File: config.mk
export PLATFORM = sky130hd
export DESIGN_NAME = time_set_ctrl
export DESIGN_NICKNAME = d
export VERILOG_FILES = /design/src/rtl/time_set_ctrl.sv
export SDC_FILE = /design/constraint.sdc
export NUM_CORES = 1
export LEC_CHECK = 0
export BUFFER_PORTS_ARGS = -buffer_cell sky130_fd_sc_hd__buf_2
export CORE_MARGIN = 4
export CORE_UTILIZATION = 60
export CTS_CLUSTER_SIZE = 20
export DETAILED_ROUTE_END_ITERATION = 16
export PLACE_DENSITY = 0.75
export SLEW_MARGIN = 25
export SYNTH_ARGS = -nofsm -noshare
export SYNTH_HDL_FRONTEND = slang
export SYNTH_SLANG_ARGS = --single-unit
export TNS_END_PERCENT = 100
File: constraint.sdc
create_clock -name clk -period 3.2 [get_ports clk]
set_clock_uncertainty 0.05 [all_clocks]
set_input_delay 0.16 -clock clk [delete_from_list [all_inputs] [get_ports clk]]
set_output_delay 0.16 -clock clk [all_outputs]
set_load 0.1 [all_outputs]
File: src/rtl/time_set_ctrl.sv
// Time-setting controller for a digital clock: seconds prescaler in RUN, three
// edit states with press/auto-repeat increment, edit timeout and field blink.
module time_set_ctrl #(
    parameter int unsigned TICK_DIV    = 32'd50_000_000,
    parameter int unsigned REPEAT_DLY  = 32'd25_000_000,
    parameter int unsigned REPEAT_RATE = 32'd5_000_000,
    parameter int unsigned TIMEOUT     = 32'd500_000_000,
    parameter int unsigned BLINK_DIV   = 32'd12_500_000
) (
    input  logic       clk,
    input  logic       resetN,
    input  logic       modeN,
    input  logic       incN,
    input  logic [5:0] curSec,
    input  logic [5:0] curMin,
    input  logic [4:0] curHour,
    output logic       tickEn,
    output logic       load,
    output logic [5:0] setSec,
    output logic [5:0] setMin,
    output logic [4:0] setHour,
    output logic [1:0] mode,
    output logic       blink
);

    typedef enum logic [1:0] {
        ST_RUN  = 2'd0,
        ST_HOUR = 2'd1,
        ST_MIN  = 2'd2,
        ST_SEC  = 2'd3
    } state_e;

    localparam logic [31:0] TICK_LAST      = 32'(TICK_DIV - 32'd1);
    localparam logic [31:0] RPT_DLY_LAST   = 32'(REPEAT_DLY - 32'd1);
    localparam logic [31:0] RPT_RATE_LAST  = 32'(REPEAT_RATE - 32'd1);
    localparam logic [31:0] TIMEOUT_LAST   = 32'(TIMEOUT - 32'd1);
    localparam logic [31:0] BLINK_LAST     = 32'(BLINK_DIV - 32'd1);

    state_e      state_q, state_d;
    logic        mode_prev_q, mode_prev_d;
    logic        inc_prev_q, inc_prev_d;
    logic [31:0] pre_q, pre_d;
    logic [31:0] rpt_cnt_q, rpt_cnt_d;
    logic        rpt_arm_q, rpt_arm_d;
    logic        rpt_first_q, rpt_first_d;
    logic [31:0] idle_cnt_q, idle_cnt_d;
    logic [31:0] blink_cnt_q, blink_cnt_d;
    logic        blink_q, blink_d;
    logic        load_q, load_d;
    logic        tick_q, tick_d;
    logic [5:0]  sec_q, sec_d;
    logic [5:0]  min_q, min_d;
    logic [4:0]  hour_q, hour_d;

    logic        mode_press_s;
    logic        inc_press_s;
    logic        in_set_s;
    logic [31:0] rpt_lim_s;
    logic        rpt_fire_s;
    logic        inc_evt_s;
    logic        timeout_s;

    // Button edge detection and event qualification; a mode press always wins.
    always_comb begin
        mode_press_s = mode_prev_q & ~modeN;
        inc_press_s  = inc_prev_q & ~incN;
        in_set_s     = (state_q != ST_RUN);
        rpt_lim_s    = rpt_first_q ? RPT_DLY_LAST : RPT_RATE_LAST;
        rpt_fire_s   = in_set_s & rpt_arm_q & ~incN & ~inc_press_s & ~mode_press_s
                       & (rpt_cnt_q == rpt_lim_s);
        inc_evt_s    = in_set_s & ~mode_press_s & (inc_press_s | rpt_fire_s);
        timeout_s    = in_set_s & ~mode_press_s & ~inc_evt_s & (idle_cnt_q == TIMEOUT_LAST);
    end

    // Mode FSM next state; load pulses only when leaving SET_SEC by a press.
    always_comb begin
        state_d = state_q;
        load_d  = 1'b0;
        case (state_q)
            ST_RUN: begin
                if (mode_press_s) begin
                    state_d = ST_HOUR;
                end else begin
                    state_d = ST_RUN;
                end
            end
            ST_HOUR: begin
                if (mode_press_s) begin
                    state_d = ST_MIN;
                end else if (timeout_s) begin
                    state_d = ST_RUN;
                end else begin
                    state_d = ST_HOUR;
                end
            end
            ST_MIN: begin
                if (mode_press_s) begin
                    state_d = ST_SEC;
                end else if (timeout_s) begin
                    state_d = ST_RUN;
                end else begin
                    state_d = ST_MIN;
                end
            end
            ST_SEC: begin
                if (mode_press_s) begin
                    state_d = ST_RUN;
                    load_d  = 1'b1;
                end else if (timeout_s) begin
                    state_d = ST_RUN;
                end else begin
                    state_d = ST_SEC;
                end
            end
            default: begin
                state_d = ST_RUN;
            end
        endcase
    end

    // Edit registers: snapshot live time on session entry, then per-field increments.
    always_comb begin
        sec_d  = sec_q;
        min_d  = min_q;
        hour_d = hour_q;
        if ((state_q == ST_RUN) && mode_press_s) begin
            sec_d  = curSec;
            min_d  = curMin;
            hour_d = curHour;
        end else if (inc_evt_s) begin
            case (state_q)
                ST_HOUR: hour_d = (hour_q == 5'd23) ? 5'd0 : hour_q + 5'd1;
                ST_MIN:  min_d  = (min_q == 6'd59) ? 6'd0 : min_q + 6'd1;
                ST_SEC:  sec_d  = (sec_q == 6'd59) ? 6'd0 : sec_q + 6'd1;
                default: sec_d  = sec_q;
            endcase
        end else begin
            sec_d = sec_q;
        end
    end

    // Auto-repeat timer: armed by a fresh press, cleared by release or any state change.
    always_comb begin
        rpt_arm_d   = rpt_arm_q;
        rpt_first_d = rpt_first_q;
        rpt_cnt_d   = rpt_cnt_q;
        if ((state_d != state_q) || mode_press_s) begin
            rpt_arm_d   = 1'b0;
            rpt_first_d = 1'b1;
            rpt_cnt_d   = 32'd0;
        end else if (in_set_s && inc_press_s) begin
            rpt_arm_d   = 1'b1;
            rpt_first_d = 1'b1;
            rpt_cnt_d   = 32'd0;
        end else if (rpt_fire_s) begin
            rpt_first_d = 1'b0;
            rpt_cnt_d   = 32'd0;
        end else if (rpt_arm_q && !incN) begin
            rpt_cnt_d = rpt_cnt_q + 32'd1;
        end else begin
            rpt_arm_d   = 1'b0;
            rpt_first_d = 1'b1;
            rpt_cnt_d   = 32'd0;
        end
    end

    // Prescaler holds through the load cycle so the first tick lands TICK_DIV cycles after load.
    always_comb begin
        pre_d = pre_q;
        if (state_d != ST_RUN) begin
            pre_d = 32'd0;
        end else if ((state_q != ST_RUN) || load_q) begin
            pre_d = 32'd0;
        end else if (pre_q == TICK_LAST) begin
            pre_d = 32'd0;
        end else begin
            pre_d = pre_q + 32'd1;
        end
        tick_d = (state_d == ST_RUN) && (pre_d == TICK_LAST);
    end

    // Idle timeout counter and blink generator, both restarted on every field entry.
    always_comb begin
        idle_cnt_d  = idle_cnt_q;
        blink_cnt_d = blink_cnt_q;
        blink_d     = blink_q;
        if (state_d == ST_RUN) begin
            idle_cnt_d = 32'd0;
        end else if ((state_d != state_q) || inc_evt_s) begin
            idle_cnt_d = 32'd0;
        end else begin
            idle_cnt_d = idle_cnt_q + 32'd1;
        end
        if (state_d == ST_RUN) begin
            blink_d     = 1'b0;
            blink_cnt_d = 32'd0;
        end else if (state_d != state_q) begin
            blink_d     = 1'b1;
            blink_cnt_d = 32'd0;
        end else if (blink_cnt_q == BLINK_LAST) begin
            blink_d     = ~blink_q;
            blink_cnt_d = 32'd0;
        end else begin
            blink_cnt_d = blink_cnt_q + 32'd1;
        end
        mode_prev_d = modeN;
        inc_prev_d  = incN;
    end

    // State register; button history resets to "pressed" so a held button never fires on release of reset.
    always_ff @(posedge clk or negedge resetN) begin
        if (!resetN) begin
            state_q     <= ST_RUN;
            mode_prev_q <= 1'b0;
            inc_prev_q  <= 1'b0;
            pre_q       <= 32'd0;
            rpt_cnt_q   <= 32'd0;
            rpt_arm_q   <= 1'b0;
            rpt_first_q <= 1'b1;
            idle_cnt_q  <= 32'd0;
            blink_cnt_q <= 32'd0;
            blink_q     <= 1'b0;
            load_q      <= 1'b0;
            tick_q      <= 1'b0;
            sec_q       <= 6'd0;
            min_q       <= 6'd0;
            hour_q      <= 5'd0;
        end else begin
            state_q     <= state_d;
            mode_prev_q <= mode_prev_d;
            inc_prev_q  <= inc_prev_d;
            pre_q       <= pre_d;
            rpt_cnt_q   <= rpt_cnt_d;
            rpt_arm_q   <= rpt_arm_d;
            rpt_first_q <= rpt_first_d;
            idle_cnt_q  <= idle_cnt_d;
            blink_cnt_q <= blink_cnt_d;
            blink_q     <= blink_d;
            load_q      <= load_d;
            tick_q      <= tick_d;
            sec_q       <= sec_d;
            min_q       <= min_d;
            hour_q      <= hour_d;
        end
    end

    assign tickEn  = tick_q;
    assign load    = load_q;
    assign setSec  = sec_q;
    assign setMin  = min_q;
    assign setHour = hour_q;
    assign mode    = state_q;
    assign blink   = blink_q;

endmodule

==> results.txt <==
----------------------------------------------------
[Layout]
  Synth-to-Final Area Change ... 14.78%
  Fraction of layout instances using a drive strength above 1 ... 11.06%
  Total number of nets in the final design ... 964
  Diode insertion count for antenna repair ... 0
  Fill cells ... between 1k and 1.5k

[GRT]
  Number of antenna violations at the first check in global routing ... 0
  Total routing resource utilization after global routing ... 25.10%
  Total overflow reported by the global router ... 0
  Global-route wire length before repair ... about 32000 µm
  Number of global-route vias before repair ... ~6.8k
  Largest net degree at the start of global routing ... 90

[Synth]
  Share of synthesized area occupied by flip-flops and latches ... 47.49%
  Post-synthesis async set-or-reset flop share ... between 90% and 100%
  Dominant synthesized flop cell ... sky130_fd_sc_hd__dfrtp_1
  Flops & latches, synth ... around 150
  Number of warnings printed during yosys synthesis ... 0
  Per-instance average area after synthesis ... ~9 µm²
  Most common library cells after synthesis ... sky130_fd_sc_hd__nor2_1 (163), sky130_fd_sc_hd__dfrtp_1 (153), sky130_fd_sc_hd__nand3_1 (72)
  Gate Count Post-Synth ... a little under 900
  Largest area contributor in the netlist ... sky130_fd_sc_hd__dfrtp_1
  Count of different cell masters after synthesis ... 64
  Top-count cell post-synth ... sky130_fd_sc_hd__nor2_1
  Number of synthesized flops with an enable pin ... 0
  Portion of synthesized cell area occupied by the leading cell type ... 47.17%
  Post-synthesis cell area ... approximately 8100 µm²
  Leading post-synthesis cells by cell area ... sky130_fd_sc_hd__dfrtp_1 (47%), sky130_fd_sc_hd__nor2_1 (7.5%), sky130_fd_sc_hd__xor2_1 (6.6%)
  Syn Nets ... between 900 and 1k

[Placed design]
  Final weighted congestion in routability-driven placement ... a little under 0.9
  Half-perimeter wire length after detailed placement ... 12740 µm
  Buffers added on ports ... 42
  Post-Place Worst Slack ... 300.2 ps

[Clocking]
  Clk sinks ... 154
  CTS tree ... yes
  Worst-case clock buffer depth ... 2
  Clock latency at the later pin of the worst-skew pair ... ~430 ps
  Inserted Clock Buffers ... 17
  Post-CTS repair timing setup buffer count ... 0
  CTS H-tree depth ... 4
  Root Buffer ... sky130_fd_sc_hd__clkbuf_16
  CTS resizes ... 0
  Clock input transition at the sequential cells of the worst setup and hold paths ... 60 ps
  Hold_buf cts ... 19

[STA]
  Slew HR ... ~42%
  Period utilisation layout ... just under 90%
  Setup WS post-layout ... about 400 ps
  Least-Margin Pin Slew ... between 800 and 900 ps
  Number of max-slew violations in the final report ... 0
  Final setup violating endpoints ... 0
  Fin. Hold Viols ... 0
  Setup repair after global routing missed its margin ... false
  Post-Route Setup TNS ... 0 ps
  Clock period minus final worst setup slack ... ~2800 ps
  Maximum clock frequency ... ~360 MHz

[Setup path]
  Largest fanout on the critical path ... 11
  Type of the worst setup path ... reg2reg
  Type of element capturing the critical path ... flip-flop
  Data arrival time of the critical path ... 3100 ps
  Required time of the critical path ... approximately 3500 ps
  CP Launch Type ... flip-flop

[Route]
  ANT nets after route ... 0
  Number of vias after detailed routing ... about 6.7k
  Drt pass-1 iters ... 7
  Average detailed-routed wire length per instance ... roughly 16 µm
  Per-cell via count in the routed design ... 5.966
  Count of unresolved DRC violations after routing ... 0
  Total Routed Length ... around 19000 µm
  Number of DRC violations after detailed-routing iteration 0 ... a little over 600

[Floorplan]
  Effective utilization at floorplan ... 61.29%
  Die area ... around 15000 µm²
  Vert. Die Dim ... between 100 and 150 µm
  Count of standard-cell rows ... between 40 and 50
  IO Count ... 43
  Area of the placeable core ... 13240 µm²
  Die width ... 124.3 µm

[Pwr]
  Peak supply drop ... roughly 0.00043 V
  Static Leakage ... 3.793 nW
  Total power density per cell area ... about 670 nW/µm²

[Run]
  Number of violations of the max-capacitance limit ... 0

[Worst hold path]
  Kind of path behind the tightest hold check ... in2reg

[Outcome]
  Status ... finished, final reports clean

----------------------------------------------------
## power by group
part	switching, W	total [W]	internal [W]
combinational	0.00135	0.00167	0.000321
sequential	0.000214	0.00232	0.00210
clock	0.000825	0.00221	0.00138
## cells by family (layout without fill, tap and decap cells)
logic type	count (synthesis)	count (layout)	synth area share, %
and+or+nand+nor	476	476	29.69
xor gates and xnor gates	114	114	12.30
adders and majority gates	7	7	1.079
DFF	154	154	47.50
buffers and inverters	55	128	3.206
muxes	3	3	0.3700
AOI/OAI and AO/OA	67	67	5.858
## area by class of cell
type	instances	area, µm²	share of cell area, %
Tap cell	176	220.2	2.364
Clock buffer	17	425.4	4.566
Inverter	22	82.58	0.8864
Multi-Input combinational cell	667	4005	42.99
Timing Repair Buffer	74	504.2	5.412
Clock inverter	15	224.0	2.404
Sequential cell	154	3855	41.38
## sequential cells by signal, indices dropped and copies added (netlist names), 2 cells and up
signal	flops
rpt_cnt_q	32
setHour	5
pre_q	32
idle_cnt_q	32
setSec	6
setMin	6
mode	2
blink_cnt_q	32
## cells in the final DEF (no fill, tap or decap), types with 3 or more instances in the layout
cell,count
sky130_fd_sc_hd__a21oi_1,11
sky130_fd_sc_hd__a31oi_1,6
sky130_fd_sc_hd__and2_1,3
sky130_fd_sc_hd__and3_1,21
sky130_fd_sc_hd__and4_1,15
sky130_fd_sc_hd__buf_2,41
sky130_fd_sc_hd__buf_4,13
sky130_fd_sc_hd__bufinv_16,5
sky130_fd_sc_hd__clkbuf_16,17
sky130_fd_sc_hd__clkinvlp_4,5
sky130_fd_sc_hd__dfrtp_1,153
sky130_fd_sc_hd__dlygate4sd3_1,19
sky130_fd_sc_hd__ha_1,7
sky130_fd_sc_hd__inv_1,22
sky130_fd_sc_hd__mux2i_1,3
sky130_fd_sc_hd__nand2_1,69
sky130_fd_sc_hd__nand3_1,72
sky130_fd_sc_hd__nand4_1,38
sky130_fd_sc_hd__nor2_1,163
sky130_fd_sc_hd__nor2b_1,6
sky130_fd_sc_hd__nor3_1,21
sky130_fd_sc_hd__nor3b_1,3
sky130_fd_sc_hd__nor4_1,18
sky130_fd_sc_hd__nor4b_1,7
sky130_fd_sc_hd__o211ai_1,10
sky130_fd_sc_hd__o21ai_0,15
sky130_fd_sc_hd__o311ai_0,5
sky130_fd_sc_hd__or2_2,3
sky130_fd_sc_hd__or3_1,9
sky130_fd_sc_hd__or4_1,8
sky130_fd_sc_hd__xnor2_1,53
sky130_fd_sc_hd__xor2_1,61
## worst max-delay path: stages (launching register included)
cell and delay, ps:
sky130_fd_sc_hd__dfrtp_1 460, sky130_fd_sc_hd__nor4b_1 460, sky130_fd_sc_hd__nand4_1 250, sky130_fd_sc_hd__a2111oi_4 460, sky130_fd_sc_hd__o2111ai_2 340, sky130_fd_sc_hd__or4_1 530
sky130_fd_sc_hd__a31oi_1 180
## per-layer routing
layer | routed length [µm] | GRT usage [%]
met4 | 417 | 9.091
met3 | 796 | 4.931
met5 | 0 | 0
met2 | 9283 | 41.48
met1 | 8013 | 33.08
## metrics by stage
| step | instance area [µm²] | hold WS (ps) | power, W | instances | util [%] |
|---|---|---|---|---|---|
| CTS | 9313 | 214.8 | 0.006226 | 1125 | 70.32 |
| global placement | 8473 | 216.6 | 0.003945 | 1074 | 63.98 |
| floorplan | 8117 | -185.6 | 0.003641 | 876 | - |
| finish | 9316 | 234.4 | 0.006201 | 1125 | 70.35 |
| detailed placement | 8473 | 239.4 | 0.003999 | 1074 | 63.98 |
| global route | 9316 | 282.9 | 0.006460 | 1125 | 70.35 |
## final timing paths
check | startpoint | endpoint | slack [ps] | depth (start not counted)
max in group asynchronous | resetN | pre_q[20] | 1890 | 3
max reg2reg | rpt_cnt_q[11] | setSec[5] | 400 | 6
min in group asynchronous | resetN | blink_cnt_q[30] | 310 | 2
min reg2reg | blink_cnt_q[0] | blink_cnt_q[0] | 420 | 1
min | curHour[2] | setHour[2] | 230 | 5
max | rpt_cnt_q[11] | setSec[5] | 400 | 6
Power figures use the tool's default switching activity.
